[src/rtl/tetris_ctrl_pkg.sv]
// Shared types for the tetris controller: core state/command encoding,
// button index constants, controller FSM states and gravity helpers.
package enum_type;

    // Core states double as commands on ctrl; NONE means "no command".
    typedef enum logic [3:0] {
        NONE, INIT, GEN, WAIT, LEFT, RIGHT, ROTATE, ROTATE_REV,
        DOWN, DROP, HOLD, CLEAR, END
    } state_type;

    localparam int BTN_LEFT       = 0;
    localparam int BTN_RIGHT      = 1;
    localparam int BTN_ROTATE     = 2;
    localparam int BTN_ROTATE_REV = 3;
    localparam int BTN_DOWN       = 4;
    localparam int BTN_DROP       = 5;
    localparam int BTN_HOLD       = 6;
    localparam int NUM_BTN        = 7;

    typedef enum logic [1:0] {C_IDLE, C_ISSUE, C_BUSY} ctrl_fsm_t;

    // BCD digit clamped to the legal level range 0..9.
    function automatic logic [3:0] clamp_level(input logic [3:0] digit);
        return (digit > 4'd9) ? 4'd9 : digit;
    endfunction

    // max(base - lvl*step, floor_val) without wrapping below zero.
    function automatic logic [31:0] grav_period(input logic [3:0]  lvl,
                                                input logic [31:0] base,
                                                input logic [31:0] step,
                                                input logic [31:0] floor_val);
        logic [35:0] cut;
        cut = 36'(lvl) * 36'(step);
        if (cut >= {4'd0, base}) return floor_val;
        if ((base - cut[31:0]) < floor_val) return floor_val;
        return base - cut[31:0];
    endfunction

endpackage

[src/rtl/tetris_ctrl_if.sv]
// Controller <-> core link. The controller (master) drives ctrl and level and
// watches state/score. ctrl is a one-cycle command: any non-NONE value is a
// request the core accepts only while in WAIT (or INIT/END for game start);
// there is no ready signal, acceptance is seen as the core leaving that state.
interface tetris_ctrl_if;
    import enum_type::*;

    state_type   state;
    logic [15:0] score;
    state_type   ctrl;
    logic [3:0]  level;
    ctrl_fsm_t   fsm_state;

    modport master (input state, input score, output ctrl, output level, output fsm_state);
    modport slave  (output state, output score, input ctrl, input level, input fsm_state);
endinterface

[src/rtl/tetris_ctrl_btn_edge.sv]
// Per-button front end: 2-flop synchroniser, rising-edge pulse and, when
// TETRIS_AUTOREPEAT_EN is defined, a hold-to-repeat pulse (rpt).
module tetris_btn_edge #(
    parameter int unsigned DAS_DELAY  = 20_000_000,
    parameter int unsigned DAS_PERIOD = 5_000_000
) (
    input  logic clk,
    input  logic reset,
    input  logic raw,
    output logic rise,
    output logic rpt
);
    logic sync0, sync1, prev;

    // Synchronise the raw button and keep the previous synced value for edge detect.
    always_ff @(posedge clk) begin
        if (reset) begin
            sync0 <= 1'b0;
            sync1 <= 1'b0;
            prev  <= 1'b0;
        end else begin
            sync0 <= raw;
            sync1 <= sync0;
            prev  <= sync1;
        end
    end

    assign rise = sync1 & ~prev;

`ifdef TETRIS_AUTOREPEAT_EN
    logic [31:0] hold_cnt;

    // Count held cycles since the edge; after the first repeat, reload so the next fires DAS_PERIOD later.
    always_ff @(posedge clk) begin
        if (reset || !sync1) begin
            hold_cnt <= '0;
        end else if (hold_cnt == DAS_DELAY) begin
            hold_cnt <= DAS_DELAY - DAS_PERIOD + 32'd1;
        end else begin
            hold_cnt <= hold_cnt + 32'd1;
        end
    end

    assign rpt = sync1 && (hold_cnt == DAS_DELAY);
`else
    assign rpt = 1'b0;
`endif

    // A repeat interval longer than the initial delay is a configuration error.
    if (DAS_PERIOD == 0 || DAS_PERIOD > DAS_DELAY) begin : g_bad_das
        $error("tetris_btn_edge: DAS_PERIOD must be 1..DAS_DELAY");
    end

endmodule

[src/rtl/tetris_ctrl.sv]
// Command initiator for the tetris core: button pending flags, gravity timer,
// priority pick and the ctrl issue FSM. Optional hold-to-repeat for
// LEFT/RIGHT/DOWN is enabled by defining TETRIS_AUTOREPEAT_EN.
module tetris_ctrl
    import enum_type::*;
#(
    parameter int unsigned GRAVITY_CYCLES = 100_000_000,
    parameter int unsigned GRAVITY_STEP   = 8_000_000,
    parameter int unsigned GRAVITY_MIN    = 10_000_000,
    parameter int unsigned DAS_DELAY      = 20_000_000,
    parameter int unsigned DAS_PERIOD     = 5_000_000
) (
    input  logic               clk,
    input  logic               reset,
    input  logic [NUM_BTN-1:0] btn,
    tetris_ctrl_if.master      core
);
    localparam logic [NUM_BTN-1:0] RPT_MASK =
        NUM_BTN'((1 << BTN_LEFT) | (1 << BTN_RIGHT) | (1 << BTN_DOWN));

    logic [NUM_BTN-1:0] rise, rpt, btn_set, pending, clr;
    logic               grav_pend, grav_tick, clr_grav, in_menu;
    logic [31:0]        grav_cnt, period;
    logic [3:0]         level_q;
    state_type          ctrl_q, ctrl_next;
    ctrl_fsm_t          c_state, c_next;
    logic               unused_score_bits;

    for (genvar i = 0; i < NUM_BTN; i++) begin : g_btn
        tetris_btn_edge #(.DAS_DELAY(DAS_DELAY), .DAS_PERIOD(DAS_PERIOD)) u_edge (
            .clk   (clk),
            .reset (reset),
            .raw   (btn[i]),
            .rise  (rise[i]),
            .rpt   (rpt[i])
        );
    end

    assign btn_set           = rise | (rpt & RPT_MASK);
    assign in_menu           = (core.state == INIT) || (core.state == END);
    assign period            = grav_period(level_q, GRAVITY_CYCLES, GRAVITY_STEP, GRAVITY_MIN);
    // >= rather than == so a level-up that shortens the period below the count fires at once.
    assign grav_tick         = !in_menu && (core.state != GEN) && (grav_cnt >= period - 32'd1);
    assign unused_score_bits = ^{core.score[15:8], core.score[3:0]};

    // Level follows the score's tens digit, clamped to 9.
    always_ff @(posedge clk) begin
        if (reset) level_q <= '0;
        else       level_q <= clamp_level(core.score[7:4]);
    end

    // Gravity counter: frozen in INIT/END, cleared while the core generates a piece.
    always_ff @(posedge clk) begin
        if (reset || core.state == GEN) grav_cnt <= '0;
        else if (!in_menu)              grav_cnt <= grav_tick ? '0 : grav_cnt + 32'd1;
    end

    // Pending flags: new edges win over a same-cycle clear; INIT flushes everything.
    always_ff @(posedge clk) begin
        if (reset || core.state == INIT) begin
            pending   <= '0;
            grav_pend <= 1'b0;
        end else begin
            pending   <= (pending & ~clr) | btn_set;
            grav_pend <= (grav_pend & ~clr_grav) | grav_tick;
        end
    end

    // Issue FSM state and registered command.
    always_ff @(posedge clk) begin
        if (reset) begin
            c_state <= C_IDLE;
            ctrl_q  <= NONE;
        end else begin
            c_state <= c_next;
            ctrl_q  <= ctrl_next;
        end
    end

    // Next state, command choice (fixed priority) and which pending flag it consumes.
    always_comb begin
        c_next    = c_state;
        ctrl_next = NONE;
        clr       = '0;
        clr_grav  = 1'b0;
        case (c_state)
            C_IDLE: begin
                if (core.state == WAIT && (|pending || grav_pend)) begin
                    c_next = C_ISSUE;
                    if (pending[BTN_HOLD]) begin
                        ctrl_next = HOLD;       clr[BTN_HOLD] = 1'b1;
                    end else if (pending[BTN_ROTATE]) begin
                        ctrl_next = ROTATE;     clr[BTN_ROTATE] = 1'b1;
                    end else if (pending[BTN_ROTATE_REV]) begin
                        ctrl_next = ROTATE_REV; clr[BTN_ROTATE_REV] = 1'b1;
                    end else if (pending[BTN_LEFT]) begin
                        ctrl_next = LEFT;       clr[BTN_LEFT] = 1'b1;
                    end else if (pending[BTN_RIGHT]) begin
                        ctrl_next = RIGHT;      clr[BTN_RIGHT] = 1'b1;
                    end else if (pending[BTN_DROP]) begin
                        ctrl_next = DROP;       clr[BTN_DROP] = 1'b1;
                    end else begin
                        ctrl_next = DOWN;       clr[BTN_DOWN] = 1'b1; clr_grav = 1'b1;
                    end
                end else if (in_menu && |btn_set) begin
                    c_next    = C_ISSUE;
                    ctrl_next = DOWN;
                end
            end
            C_ISSUE: c_next = C_BUSY;
            C_BUSY: begin
                if (core.state == WAIT || in_menu) c_next = C_IDLE;
            end
            default: c_next = C_IDLE;
        endcase
    end

    assign core.ctrl      = ctrl_q;
    assign core.level     = level_q;
    assign core.fsm_state = c_state;

endmodule

[src/flat_wrapper.sv]
// flat-port wrapper written by rule: the top's interface ports become plain ports
module tetris_ctrl_flat import enum_type::*;
#(
    parameter int unsigned GRAVITY_CYCLES = 100_000_000,
    parameter int unsigned GRAVITY_STEP   = 8_000_000,
    parameter int unsigned GRAVITY_MIN    = 10_000_000,
    parameter int unsigned DAS_DELAY      = 20_000_000,
    parameter int unsigned DAS_PERIOD     = 5_000_000
)
  (clk, reset, btn, core_state, core_score, core_ctrl, core_level, core_fsm_state);
  tetris_ctrl_if core_i ();
  input  logic clk;
  input  logic reset;
  input  logic [NUM_BTN-1:0] btn;
  input wire logic [$bits(core_i.state)-1:0] core_state;
  input wire logic [$bits(core_i.score)-1:0] core_score;
  output wire logic [$bits(core_i.ctrl)-1:0] core_ctrl;
  output wire logic [$bits(core_i.level)-1:0] core_level;
  output wire logic [$bits(core_i.fsm_state)-1:0] core_fsm_state;
  assign core_i.state = core_state;
  assign core_i.score = core_score;
  assign core_ctrl = core_i.ctrl;
  assign core_level = core_i.level;
  assign core_fsm_state = core_i.fsm_state;
  tetris_ctrl #(.GRAVITY_CYCLES(GRAVITY_CYCLES), .GRAVITY_STEP(GRAVITY_STEP), .GRAVITY_MIN(GRAVITY_MIN), .DAS_DELAY(DAS_DELAY), .DAS_PERIOD(DAS_PERIOD)) u_core (.clk(clk), .reset(reset), .btn(btn), .core(core_i));
endmodule
[config.mk]
export PLATFORM = sky130hd
export DESIGN_NAME = tetris_ctrl_flat
export DESIGN_NICKNAME = d
export VERILOG_FILES = /design/src/rtl/tetris_ctrl_pkg.sv /design/src/rtl/tetris_ctrl_if.sv /design/src/rtl/tetris_ctrl_btn_edge.sv /design/src/rtl/tetris_ctrl.sv /design/src/flat_wrapper.sv
export SDC_FILE = /design/constraint.sdc
export NUM_CORES = 1
export LEC_CHECK = 0
export ABC_AREA = 1
export CELL_PAD_IN_SITES_DETAIL_PLACEMENT = 0
export CELL_PAD_IN_SITES_GLOBAL_PLACEMENT = 2
export CORE_ASPECT_RATIO = 1.2
export CORE_MARGIN = 5
export CORE_UTILIZATION = 30
export CTS_CLUSTER_DIAMETER = 60
export DETAILED_ROUTE_END_ITERATION = 6
export PLACE_DENSITY_LB_ADDON = 0.1
export REMOVE_ABC_BUFFERS = 1
export SKIP_CTS_REPAIR_TIMING = 1
export SLEW_MARGIN = 0
export SYNTH_ARGS = -nofsm -noshare
export SYNTH_HDL_FRONTEND = slang
export SYNTH_SLANG_ARGS = --single-unit
[constraint.sdc]
create_clock -name clk -period 5.2 [get_ports clk]
set_input_delay 0.52 -clock clk [delete_from_list [all_inputs] [get_ports clk]]
set_output_delay 0.52 -clock clk [all_outputs]
set_load 0.05 [all_outputs]
* Word-level counts from Yosys, hierarchy flattened
Cells that the tools add are included.
Word-level totals: flip-flop bits (word level) 71, latch bits 0, bits in writable memories 0, memory bits (read-only) 0, bits of input ports 29, output and inout port bits 10, memories 0
Cells by class: $add $sub $neg 3, $mul 1, div/mod/pow operators 0, $lt $le $gt $ge 4, equality and inequality tests 9, shift operators 0, multiplexer cells 45, bitwise logic cells 21, reductions and logical operators 16
Operator list (count):
- two-way mux 32 bit | 5
- adder 32 x 1 -> 32 bit, second input constant | 1
- greater-or-equal comparator 32 bit | 1
- less-than comparator 32 x 24 -> 1 bit, second input constant | 1
- two-way mux 4 bit | 8
- subtractor 32 x 1 -> 32 bit, second input constant | 1
- subtractor 27 x 27 -> 28 bit, first input constant | 1
- greater-or-equal comparator 27 bit, second input constant | 1
- two-way mux 1 bit | 19
- multiplier 4 x 14 -> 18 bit, second input constant | 1
- two-way mux 2 bit | 8
- two-way mux 7 bit | 2
- OR reduction 7 bit | 2
- inverter 1 bit | 9
- bitwise AND 1 bit | 8
- equality test 4 x 2 -> 1 bit, second input constant | 2
- bitwise AND 7 bit | 1
- inverter 7 bit | 1
- OR 7 bit | 1
- two-way mux 6 bit | 1
- case mux 2 bit (3 select lines) | 1
- logical OR 1 bit | 5
- equality test 4 x 1 -> 1 bit, second input constant | 1
- equality test 4 bit, second input constant | 1
- other kinds (13) | 17

* Logic depth before layout (Yosys ltp)
Gate-level depths: netlist of run 1.
depth in word-level cells 11, mapped depth 37

* Modules after synthesis
Synthesis of run 1 repeated with hierarchy kept, for this count alone.
Second synthesis, totals: cells, all modules 736, area, all modules 5098.6 sq um
By module, submodules not included:
- tetris_ctrl | instances 1, cells each 652, area each 4415.5 sq um, sequential area each 1001.0 sq um
- tetris_btn_edge | instances 7, cells each 12, area each 97.6 sq um, sequential area each 60.1 sq um

* Worst setup path before layout of run 1
OpenSTA, ideal clock, no wires.
path kind register to register, start point register u_core.level_q[1], in the netlist u_core.core.level[1], end point register u_core.grav_cnt[0], setup time 134 ps, arrival time 5913 ps, required time 5066 ps, path slack -847 ps, stages on the path, launching flop included 32, clock period less this slack 6047 ps, cells stage by stage dfxtp_1 inv_1 ha_1 fa_1 inv_1 fa_1 or2_4 nor2_4 nand2_2 nor2_4 nand3_2 nand2_4 nand2_8 nand3_4 nor2_4 nand2_8 nand2_4 inv_2 ha_1 nand2_1 nor2_4 nand3_2 xor2_1 ha_1 nand4_1 o311ai_0 a21oi_1 o21ai_0 nand2_1 nand2_1 clkbuf_1 o22ai_1
Between the ends: cells in the longest elaborated chain, start to end 11
RTL lines:
- start: declaration | RTL line tetris_ctrl.sv:24 | logic [3:0] level_q;
- start signal: assignment | RTL line tetris_ctrl.sv:49 | else level_q <= clamp_level(core.score[7:4]);
- multiplier 4 x 14 -> 18 bit (*) | RTL line tetris_ctrl_pkg.sv:33 | cut = 36'(lvl) * 36'(step);
- subtractor 27 x 27 -> 28 bit | RTL line tetris_ctrl_pkg.sv:35, tetris_ctrl_pkg.sv:36
- less-than comparator 32 x 24 -> 1 bit | RTL line tetris_ctrl_pkg.sv:35 | if ((base - cut[31:0]) < floor_val) return floor_val;
- two-way mux 1 bit (2 in series) | RTL line tetris_ctrl_pkg.sv:35
- two-way mux 32 bit | RTL line tetris_ctrl_pkg.sv:36 | return base - cut[31:0];
- two-way mux 32 bit (*) | RTL line tetris_ctrl_pkg.sv:35
- subtractor 32 x 1 -> 32 bit (*) | RTL line tetris_ctrl.sv:43 | assign grav_tick = !in_menu && (core.state != GEN) && (grav_cnt >= period - 32'd1);
- greater-or-equal comparator 32 bit (*) | RTL line tetris_ctrl.sv:43
- logical AND 1 bit (*) | RTL line tetris_ctrl.sv:43
- two-way mux 32 bit (*) | RTL line tetris_ctrl.sv:55 | else if (!in_menu) grav_cnt <= grav_tick ? '0 : grav_cnt + 32'd1;
- end signal: assignment | RTL line tetris_ctrl.sv:55
- end: declaration | RTL line tetris_ctrl.sv:23 | logic [31:0] grav_cnt, period;
Every way passes the cells marked *; elsewhere a longest branch is shown, timed or not. The select of a mux whose other input is x is not followed. A chain may end at the register's enable or synchronous reset.

* Final worst setup path of run 1
start point register u_core.level_q[2], in the netlist u_core.core.level[2], end point register u_core.grav_cnt[31]
Same word-level chain as after synthesis.

==> qor.csv, run 1 <==
stage;metric;value;unit
global_route;antenna_found_initial;0;
critical_path;cp-end-kind;register;
sta;layout_setup_ws;-0.0769;ns
critical_path;max_stage_delay;0.55;ns
critical_path;rr_worst_depth;36;
detailed_routing;drc;0;
placed_design;port_buffers;26;
flow_run;maxCapViolCount;0;
detailed_routing;via_count;4710;
die;rows;51;
detailed_routing;ant_nets;0;
sta;tightest_slew;0.521;ns
logic_synthesis;synth_mux_area_frac;0;
critical_path;r2r_setup_slack;-0.08;ns
hold_path;worstHoldEndpoint;u_core.g_btn[1].u_edge.sync1$_SDFF_PP0_;
critical_path;critPathRequiredTime;5.43;ns
pwr;p_per_area;279;nW/um^2
logic_synthesis;synth_top_family_by_area;simple AND/OR/NAND/NOR gates;
pwr;power_frac_comb;0.315;
clocking;clk-insertion-delay-late;0.34;ns
logic_synthesis;synth_compound_area_frac;0.0821;
critical_path;crit_path_start_kind;register;
critical_path;critPathMaxFanout;8;
hold_path;hold_path.class;reg -> reg;
critical_path;crit_type;reg -> reg;
placed_design;dp_cells;1000;
logic_synthesis;yosys.area.top_type_share;0.286;
logic_synthesis;netlist_instances;709;
die;coreArea;16300;sq um
critical_path;critical_path_arrival;5.50;ns
pwr;p_int;0.00130;W
logic_synthesis;synthArstFlopShare;0;
finish;syn_to_final_growth;35.7;%
logic_synthesis;synth-edff-count;0;
sta;holdWs;0.398;ns
sta;period_minus_slack;5.28;ns
critical_path;r2r-start;u_core.core.level[2]$_SDFF_PP0_;
logic_synthesis;yosysMostFrequentCell;nand2_1;
die;io-pin-count;39;
clocking;clk_pin_slew_worst_paths;0.06;ns
logic_synthesis;synth.distinct_cells;46;
logic_synthesis;synth.area.top_cells;dfxtp_1, ha_1, nand2_1, nor2_1, inv_1;
die;start_util;0.305;
pwr;leakage;3.01;nW
hold_path;holdPathStages;2;
logic_synthesis;synth-simple-area-share;0.369;
finish;fin_nets;890;
clocking;cts_sinks;71;
clocking;clk_path_buf_depth;2;
global_route;grt_overflow_total;0;
sta;fmax;0.190;GHz
pwr;power;0.00188;W
clocking;cts_tree;yes;
pwr;power.share.switching;0.308;
detailed_routing;wl_per_cell;12.3;microns
sta;hold_violations;0;
logic_synthesis;yosysWarnings;0;
clocking;cts_buffers;9;
finish;post-route-util;0.414;
pwr;irDropWorstVdd;0.216;mV
placed_design;gp_congestion;0.774;
logic_synthesis;synth_top_cell_by_area;dfxtp_1;
global_route;grt_use_total;0.132;
finish;final_area;6740;sq um
die;die_w;127;microns
sta;fin_crit_sh;1.01;
logic_synthesis;syn-cell-area;4970;sq um
global_route;grt_max_degree;33;
die;design.die.area;19200;sq um
critical_path;reg2reg_to;u_core.grav_cnt[31]$_SDFFE_PP0N_;
logic_synthesis;synth-seq-cells;71;
logic_synthesis;synth_ff_type;dfxtp_1;
finish;drive_above_1_share;0.243;
detailed_routing;drt_wl_total;12.6;mm
clocking;cts-root-buf;clkbuf_16;
pwr;power_frac_seq;0.306;
sta;finClkSkew;0.00745;ns
logic_synthesis;synth_xor_area_frac;0.0368;
placed_design;hpwl;9.70;mm
detailed_routing;via_per_inst;4.59;
pwr;p_clk_frac;0.379;
placed_design;placed_area;5930;sq um
logic_synthesis;syn_area_per_cell;7.00;sq um
hold_path;hp-start;u_core.g_btn[1].u_edge.sync0$_SDFF_PP0_;
logic_synthesis;yosys-top-cells-count;nand2_1, nor2_1, inv_1;
global_route;grt_pass1_vias;4643;
pwr;p_switching;0.000580;W
detailed_routing;dr.pass1.iters;7;
logic_synthesis;synth_fa_ha_area_frac;0.136;
logic_synthesis;ys_seq_area_frac;0.286;
finish;fin_cells;1027;
global_route;grt_pass1_wl;20.7;mm
critical_path;slowest_stage;fa_1;
sta;slew_viol_final;0;
sta;grt_setup_unrepaired;yes;
outcome;violations;negative setup slack;
critical_path;cp_common_cell;nor2_4;
clocking;cts_max_level;3;
die;die_h;151;microns
outcome;status;complete, but fails checks;
finish;antennaDiodeCount;0;
detailed_routing;drt_iter0_markers;138;
sta;setup_viol;32;
sta;max-slew-margin-rel;0.651;
[metal layers]
layer	global-route usage	vias up	wire [microns]
li1	-	2483	-
met1	0.155	2162	5780
met3	0.0226	19	248
met2	0.240	46	6350
met5	0	-	0
met4	0.0467	0	256
[worst max path at each step]
stage                     cells past startpoint  slack, ns                               end                       startpoint
after floorplan                              30      -1.06   u_core.grav_cnt[0]$_SDFFE_PP0N_  u_core.core.level[1]$_SDFF_PP0_
after global placement                       33      -0.46   u_core.grav_cnt[1]$_SDFFE_PP0N_  u_core.core.level[1]$_SDFF_PP0_
after detailed placement                     30      -0.58   u_core.grav_cnt[1]$_SDFFE_PP0N_  u_core.core.level[1]$_SDFF_PP0_
after CTS                                    29      -0.60   u_core.grav_cnt[1]$_SDFFE_PP0N_  u_core.core.level[1]$_SDFF_PP0_
after global routing                         37      -0.47   u_core.grav_cnt[0]$_SDFFE_PP0N_  u_core.core.level[2]$_SDFF_PP0_
final                                        36      -0.08  u_core.grav_cnt[31]$_SDFFE_PP0N_  u_core.core.level[2]$_SDFF_PP0_
[critical path: cells and delay by family (launching register included)]
kind,cells,cell delay [ns]
simple gates,20,1.92
fa+ha+maj,5,1.77
flops,1,0.36
compound gates,2,0.24
buf+inv,9,0.86
[sequential cells by signal, summed over array words and instances (netlist names)]
name,count
u_core.grav_cnt,32
u_core.g_btn.u_edge.sync1,7
u_core.grav_pend,1
u_core.core.fsm_state,2
u_core.g_btn.u_edge.sync0,7
u_core.core.ctrl,4
u_core.pending,7
u_core.g_btn.u_edge.prev,7
u_core.core.level,4
[area by class of cell]
type	count	area, sq um
repair buffers	97	860
clock buffers	9	225
multi-input cells	519	3420
flip-flops and latches	71	1430
inverters	112	423
fillers	1734	9530
well taps	212	265
clock inverters	7	120
[layout by cell type, fill, tap and decap left out, types with 11 or more instances in the layout]
cell / instances
clkbuf_16: 11
o21ai_0: 13
nand4_1: 14
xor2_1: 11
nor3_1: 11
buf_4: 63
dfxtp_1: 68
ha_1: 38
nor2_1: 104
nand2_2: 16
clkdlybuf4s50_1: 26
a21oi_1: 24
inv_1: 101
nand3_1: 32
nand2_1: 139
[through the flow]
stage	TNS [ns]	worst slack [ns]
after floorplan	-32.69	-1.06
after global placement	-14.23	-0.462
after detailed placement	-17.79	-0.579
after CTS	-18.59	-0.603
after global routing	-14.73	-0.466
final	-1.96	-0.0769
[power by group through the flow]
| stage | clock, W | sequential [W] | combinational [W] |
|---|---|---|---|
| global placement | 0 | 0.000587 | 0.000520 |
| finish | 0.000713 | 0.000576 | 0.000594 |
| floorplan | 0 | 0.000617 | 0.000297 |
| global route | 0.000764 | 0.000579 | 0.000662 |
| CTS | 0.000737 | 0.000576 | 0.000528 |
| detailed placement | 0 | 0.000587 | 0.000524 |
[cells by family after synthesis]
logic type                 count (synthesis)
xor gates and xnor gates                  20
AOI/OAI and AO/OA                         67
DFF                                       71
adders and majority gates                 51
and+or+nand+nor                          381
buffers and inverters                    119
(Power assumes the default switching activity.)
==> run 2, diff against run 1 <==
--- a/config.mk
+++ b/config.mk
@@ -10,9 +10,10 @@
 export CELL_PAD_IN_SITES_GLOBAL_PLACEMENT = 2
 export CORE_ASPECT_RATIO = 1.2
 export CORE_MARGIN = 5
-export CORE_UTILIZATION = 30
+export CORE_UTILIZATION = 33
 export CTS_CLUSTER_DIAMETER = 60
 export DETAILED_ROUTE_END_ITERATION = 6
+export DONT_BUFFER_PORTS = 1
 export PLACE_DENSITY_LB_ADDON = 0.1
 export REMOVE_ABC_BUFFERS = 1
 export SKIP_CTS_REPAIR_TIMING = 1
@@ -20,3 +21,4 @@
 export SYNTH_ARGS = -nofsm -noshare
 export SYNTH_HDL_FRONTEND = slang
 export SYNTH_SLANG_ARGS = --single-unit
+export TNS_END_PERCENT = 5
==> qor.csv, run 2 (same netlist as run 1, synthesis figures left out) <==
stage;metric;value;unit;change
finish;drive_above_1_share;0.264;;was 0.243
clocking;cts_sinks;71;;unchanged
critical_path;crit_type;reg -> reg;;unchanged
pwr;p_switching;0.000569;W;was 0.000580 W
finish;syn_to_final_growth;30.8;%;was 35.7%
flow_run;maxCapViolCount;0;;unchanged
sta;finClkSkew;0.00782;ns;was 0.00745 ns
die;start_util;0.333;;was 0.305
die;die_w;122;microns;was 127 microns
pwr;power;0.00185;W;was 0.00188 W
placed_design;port_buffers;0;;was 26
detailed_routing;drc;0;;unchanged
global_route;grt_max_degree;33;;unchanged
die;rows;49;;was 51
finish;fin_nets;863;;was 890
detailed_routing;via_count;4555;;was 4,710
clocking;cts_buffers;9;;unchanged
finish;antennaDiodeCount;0;;unchanged
critical_path;critPathRequiredTime;5.43;ns;about the same
detailed_routing;wl_per_cell;12.3;microns;about the same
finish;layout_common_cells;nand2_1, nor2_1, inv_1;;unchanged
global_route;grt_pass1_wl;20.1;mm;was 20.7 mm
sta;tightest_slew;0.564;ns;was 0.521 ns
die;design.die.area;17600;sq um;was 19,200 sq um
pwr;p_clk_frac;0.384;;was 0.379
finish;largest_reg_flops;32;;unchanged
detailed_routing;dr.pass1.iters;4;;was 7
die;io-pin-count;39;;unchanged
critical_path;critPathMaxFanout;8;;unchanged
clocking;cts-root-buf;clkbuf_16;;unchanged
clocking;cts_max_level;3;;unchanged
critical_path;cp-end-kind;register;;unchanged
placed_design;hpwl;9.28;mm;was 9.70 mm
critical_path;crit_path_start_kind;register;;unchanged
critical_path;cp_common_cell;nand2_2;;was nor2_4
pwr;p_per_area;284;nW/um^2;was 279 nW/um^2
sta;hold_violations;0;;unchanged
pwr;p_int;0.00128;W;was 0.00130 W
critical_path;slowest_stage;fa_1;;unchanged
critical_path;critPathTopFamily;simple AND/OR/NAND/NOR gates;;unchanged
sta;period_minus_slack;5.28;ns;about the same
die;coreArea;14900;sq um;was 16,300 sq um
hold_path;hold_path.class;in -> reg;;was reg -> reg
sta;fin_crit_sh;1.01;;about the same
detailed_routing;drt_wl_total;12.2;mm;was 12.6 mm
finish;fillers;1578;;was 1,734
detailed_routing;drt_iter0_markers;130;;was 138
placed_design;gp_congestion;0.805;;was 0.774
pwr;irDropWorstVdd;0.214;mV;was 0.216 mV
sta;holdWs;0.246;ns;was 0.398 ns
pwr;power_frac_seq;0.325;;was 0.306
global_route;grt_overflow_total;0;;unchanged
sta;slew_viol_final;0;;unchanged
critical_path;max_stage_delay;0.58;ns;was 0.55 ns
finish;final_common_cell;nand2_1;;unchanged
sta;setup_viol;32;;unchanged
detailed_routing;ant_nets;0;;unchanged
detailed_routing;via_per_inst;4.59;;about the same
outcome;violations;negative setup slack;;unchanged
clocking;cts_tree;yes;;unchanged
pwr;power.share.switching;0.308;;about the same
critical_path;cp_num_buf_inv;5;;was 9
outcome;status;complete, but fails checks;;unchanged
clocking;clk_path_buf_depth;2;;unchanged
sta;fmax;0.189;GHz;was 0.190 GHz
critical_path;r2r_setup_slack;-0.08;ns;about the same
global_route;grt_pass1_vias;4481;;was 4,643
pwr;power_frac_comb;0.291;;was 0.315
sta;max-slew-margin-rel;0.624;;was 0.651
global_route;antenna_found_initial;0;;unchanged
critical_path;critical_path_arrival;5.51;ns;was 5.50 ns
sta;layout_setup_ws;-0.0776;ns;was -0.0769 ns
sta;grt_setup_unrepaired;yes;;unchanged
finish;largest_register;u_core.grav_cnt;;unchanged
die;die_h;144;microns;was 151 microns
global_route;grt_use_total;0.142;;was 0.132
clocking;clk_pin_slew_worst_paths;0.06;ns;about the same
pwr;leakage;2.89;nW;was 3.01 nW
clocking;clk-insertion-delay-late;0.34;ns;about the same
-- run 2: area by class of cell --
| class | instances | area [sq um] | share of cell area |
|---|---|---|---|
| inverter | 112 | 423 | 0.0651 |
| sequential | 71 | 1430 | 0.220 |
| timing repair buffer | 70 | 588 | 0.0905 |
| tap | 204 | 255 | 0.0393 |
| multi-input combinational | 519 | 3450 | 0.532 |
| clock inverter | 7 | 121 | 0.0187 |
| clock buffer | 9 | 225 | 0.0347 |
-- run 2: power by group through the flow --
stage          clock network, W  logic, W  registers, W
5_1_grt                0.000756  0.000602      0.000603
4_1_cts                0.000730  0.000471      0.000600
3_3_place_gp                  0  0.000462      0.000611
3_5_place_dp                  0  0.000467      0.000612
2_1_floorplan                 0  0.000297      0.000617
6_report               0.000709  0.000537      0.000600
-- run 2: routing by layer --
layer / up-vias / track usage / share of wire
li1: 2426 / - / -
met1: 2086 / 0.165 / 0.46
met2: 32 / 0.258 / 0.51
met3: 11 / 0.0278 / 0.018
met4: 0 / 0.0525 / 0.016
met5: - / 0 / 0
-- run 2: worst paths after layout --
check                                               start                                      end  cells after the start
hold reg to reg   u_core.g_btn[2].u_edge.sync0$_SDFF_PP0_  u_core.g_btn[2].u_edge.sync1$_SDFF_PP0_                      2
hold / removal                                      reset  u_core.g_btn[1].u_edge.sync0$_SDFF_PP0_                      1
setup / recovery          u_core.core.level[2]$_SDFF_PP0_          u_core.grav_cnt[0]$_SDFFE_PP0N_                     34
setup reg to reg          u_core.core.level[2]$_SDFF_PP0_          u_core.grav_cnt[0]$_SDFFE_PP0N_                     34
-- run 2: per-stage QoR --
step / TNS [ns] / utilization / std cells / area [sq um] / setup WS, ns
6_report: -1.54 / 0.436 / 992 / 6500 / -0.0776
2_1_floorplan: -32.69 / - / 702 / 4940 / -1.06
5_1_grt: -11.27 / 0.436 / 992 / 6500 / -0.366
3_3_place_gp: -15.49 / 0.380 / 967 / 5660 / -0.506
3_5_place_dp: -17.68 / 0.380 / 967 / 5660 / -0.582
4_1_cts: -18.51 / 0.403 / 983 / 6010 / -0.606
==> run 3, diff against run 2 <==
--- a/config.mk
+++ b/config.mk
@@ -10,10 +10,9 @@
 export CELL_PAD_IN_SITES_GLOBAL_PLACEMENT = 2
 export CORE_ASPECT_RATIO = 1.2
 export CORE_MARGIN = 5
-export CORE_UTILIZATION = 33
+export CORE_UTILIZATION = 30
 export CTS_CLUSTER_DIAMETER = 60
 export DETAILED_ROUTE_END_ITERATION = 6
-export DONT_BUFFER_PORTS = 1
 export PLACE_DENSITY_LB_ADDON = 0.1
 export REMOVE_ABC_BUFFERS = 1
 export SKIP_CTS_REPAIR_TIMING = 1
@@ -21,4 +20,4 @@
 export SYNTH_ARGS = -nofsm -noshare
 export SYNTH_HDL_FRONTEND = slang
 export SYNTH_SLANG_ARGS = --single-unit
-export TNS_END_PERCENT = 5
+export TNS_END_PERCENT = 50
==> qor.csv, run 3 (same netlist as run 1, synthesis figures left out) <==
stage;metric;value;unit;change
sta;tightest_slew;0.521;ns;was 0.564 ns
pwr;power;0.00188;W;was 0.00185 W
hold_path;holdPathStages;2;;was 1
clocking;cts_sinks;71;;unchanged
critical_path;critPathRequiredTime;5.43;ns;about the same
clocking;cts_tree;yes;;unchanged
pwr;p_per_area;279;nW/um^2;was 284 nW/um^2
finish;largest_register;u_core.grav_cnt;;unchanged
finish;drive_above_1_share;0.243;;was 0.264
pwr;irDropWorstVdd;0.216;mV;was 0.214 mV
global_route;antenna_found_initial;0;;unchanged
finish;syn_to_final_growth;35.7;%;was 30.8%
finish;final-seq-area;1430;sq um;unchanged
critical_path;critical_path_arrival;5.50;ns;was 5.51 ns
finish;layout_common_cells;nand2_1, nor2_1, inv_1;;unchanged
critical_path;critPathMaxFanout;8;;unchanged
finish;antennaDiodeCount;0;;unchanged
placed_design;gp_congestion;0.774;;was 0.805
sta;period_minus_slack;5.28;ns;about the same
critical_path;rr_worst_depth;36;;was 34
detailed_routing;ant_nets;0;;unchanged
detailed_routing;via_count;4714;;was 4,555
sta;fin_crit_sh;1.02;;was 1.01
detailed_routing;via_per_inst;4.59;;about the same
die;rows;51;;was 49
hold_path;hold_path.class;reg -> reg;;was in -> reg
die;die_h;151;microns;was 144 microns
global_route;grt_pass1_vias;4643;;was 4,481
finish;fin_nets;890;;was 863
outcome;violations;negative setup slack;;unchanged
detailed_routing;wl_per_cell;12.3;microns;about the same
sta;slew_viol_final;0;;unchanged
critical_path;r2r-start;u_core.core.level[2]$_SDFF_PP0_;;unchanged
hold_path;hp-start;u_core.g_btn[1].u_edge.sync0$_SDFF_PP0_;;was reset
critical_path;max_stage_delay;0.55;ns;was 0.58 ns
finish;final_common_cell;nand2_1;;unchanged
sta;fmax;0.189;GHz;about the same
global_route;grt_pass1_wl;20.7;mm;was 20.1 mm
sta;finClkSkew;0.00858;ns;was 0.00782 ns
critical_path;crit_path_start_kind;register;;unchanged
critical_path;r2r_setup_slack;-0.08;ns;about the same
detailed_routing;dr.pass1.iters;7;;was 4
placed_design;placed_area;5930;sq um;was 5660 sq um
global_route;grt_max_degree;33;;unchanged
sta;setup_viol;32;;unchanged
detailed_routing;drc;0;;unchanged
finish;post-route-util;0.414;;was 0.436
sta;grt_setup_unrepaired;yes;;unchanged
global_route;grt_overflow_total;0;;unchanged
placed_design;hpwl;9.70;mm;was 9.28 mm
clocking;cts_max_level;3;;unchanged
critical_path;cp-end-kind;register;;unchanged
placed_design;dp_cells;1000;;was 967
die;design.die.area;19200;sq um;was 17,600 sq um
die;coreArea;16300;sq um;was 14,900 sq um
hold_path;worstHoldEndpoint;u_core.g_btn[1].u_edge.sync1$_SDFF_PP0_;;was u_core.g_btn[1].u_edge.sync0$_SDFF_PP0_
global_route;grt_use_total;0.132;;was 0.142
critical_path;cp_common_cell;nor2_4;;was nand2_2
critical_path;crit_type;reg -> reg;;unchanged
finish;final_area;6740;sq um;was 6500 sq um
die;start_util;0.305;;was 0.333
critical_path;slowest_stage;fa_1;;unchanged
clocking;cts-root-buf;clkbuf_16;;unchanged
finish;largest_reg_flops;32;;unchanged
finish;fin_cells;1027;;was 992
die;die_w;127;microns;was 122 microns
sta;hold_violations;0;;unchanged
detailed_routing;drt_iter0_markers;135;;was 130
critical_path;reg2reg_to;u_core.grav_cnt[31]$_SDFFE_PP0N_;;was u_core.grav_cnt[0]$_SDFFE_PP0N_
clocking;clk-insertion-delay-late;0.34;ns;about the same
sta;layout_setup_ws;-0.0781;ns;was -0.0776 ns
clocking;clk_pin_slew_worst_paths;0.06;ns;about the same
sta;max-slew-margin-rel;0.651;;was 0.624
finish;fillers;1734;;was 1,578
clocking;cts_buffers;9;;unchanged
flow_run;maxCapViolCount;0;;unchanged
placed_design;port_buffers;26;;was 0
finish;multi_input_area;3420;sq um;was 3450 sq um
sta;finalSetupTns;-1.99;ns;was -1.54 ns
detailed_routing;drt_wl_total;12.6;mm;was 12.2 mm
outcome;status;complete, but fails checks;;unchanged
die;io-pin-count;39;;unchanged
clocking;clk_path_buf_depth;2;;unchanged
pwr;leakage;3.01;nW;was 2.89 nW
## run 3: cell types whose count changed in the layout (fill, tap and decap cells not counted), sizes merged
cell           before  now
clkdlybuf4s50       0   26
clkinvlp            0    1
buf                68   69
inv               112  113
clkinv              4    2
## run 3: per-layer routing
metal  GRT usage  wire length, microns  vias to the layer above
met5           0                     0                        -
met4      0.0467                   254                        0
met3      0.0226                   235                       19
met2       0.240                  6350                       47
met1       0.155                  5780                     2165
li1            -                     -                     2483
## run 3: area by class of cell
cell class,instances,area share
clock buffers,9,0.0334
clock inverters,7,0.0178
inverters,112,0.0628
multi-input cells,519,0.507
flip-flops and latches,71,0.212
well taps,212,0.0394
repair buffers,97,0.128
## run 3: worst max-delay path, delay by kind of cell (launching register included)
kind	cells	cell delay (ns)
compound gates	2	0.24
fa+ha+maj	5	1.77
flops	1	0.36
buf+inv	9	0.86
simple gates	20	1.92
## run 3: metrics by stage
step / worst slack [ns] / hold slack [ns]
2_1_floorplan: -1.06 / 0.388
3_3_place_gp: -0.462 / 0.390
3_5_place_dp: -0.579 / 0.392
4_1_cts: -0.603 / 0.400
5_1_grt: -0.466 / 0.419
6_report: -0.0781 / 0.398
## run 3: how the worst max path moves through the flow
| stage | slack (ns) | end | start | depth (start not counted) |
|---|---|---|---|---|
| 4_1_cts | -0.60 | u_core.grav_cnt[1]$_SDFFE_PP0N_ | u_core.core.level[1]$_SDFF_PP0_ | 29 |
| 6_report | -0.08 | u_core.grav_cnt[31]$_SDFFE_PP0N_ | u_core.core.level[2]$_SDFF_PP0_ | 36 |
| 2_1_floorplan | -1.06 | u_core.grav_cnt[0]$_SDFFE_PP0N_ | u_core.core.level[1]$_SDFF_PP0_ | 30 |
| 5_1_grt | -0.47 | u_core.grav_cnt[0]$_SDFFE_PP0N_ | u_core.core.level[2]$_SDFF_PP0_ | 37 |
| 3_3_place_gp | -0.46 | u_core.grav_cnt[1]$_SDFFE_PP0N_ | u_core.core.level[1]$_SDFF_PP0_ | 33 |
| 3_5_place_dp | -0.58 | u_core.grav_cnt[1]$_SDFFE_PP0N_ | u_core.core.level[1]$_SDFF_PP0_ | 30 |
## run 3: where the power goes
group / total (W) / switching [W] / internal [W]
sequential: 0.000576 / 0.0000119 / 0.000564
clock: 0.000712 / 0.000242 / 0.000470
combinational: 0.000594 / 0.000326 / 0.000268
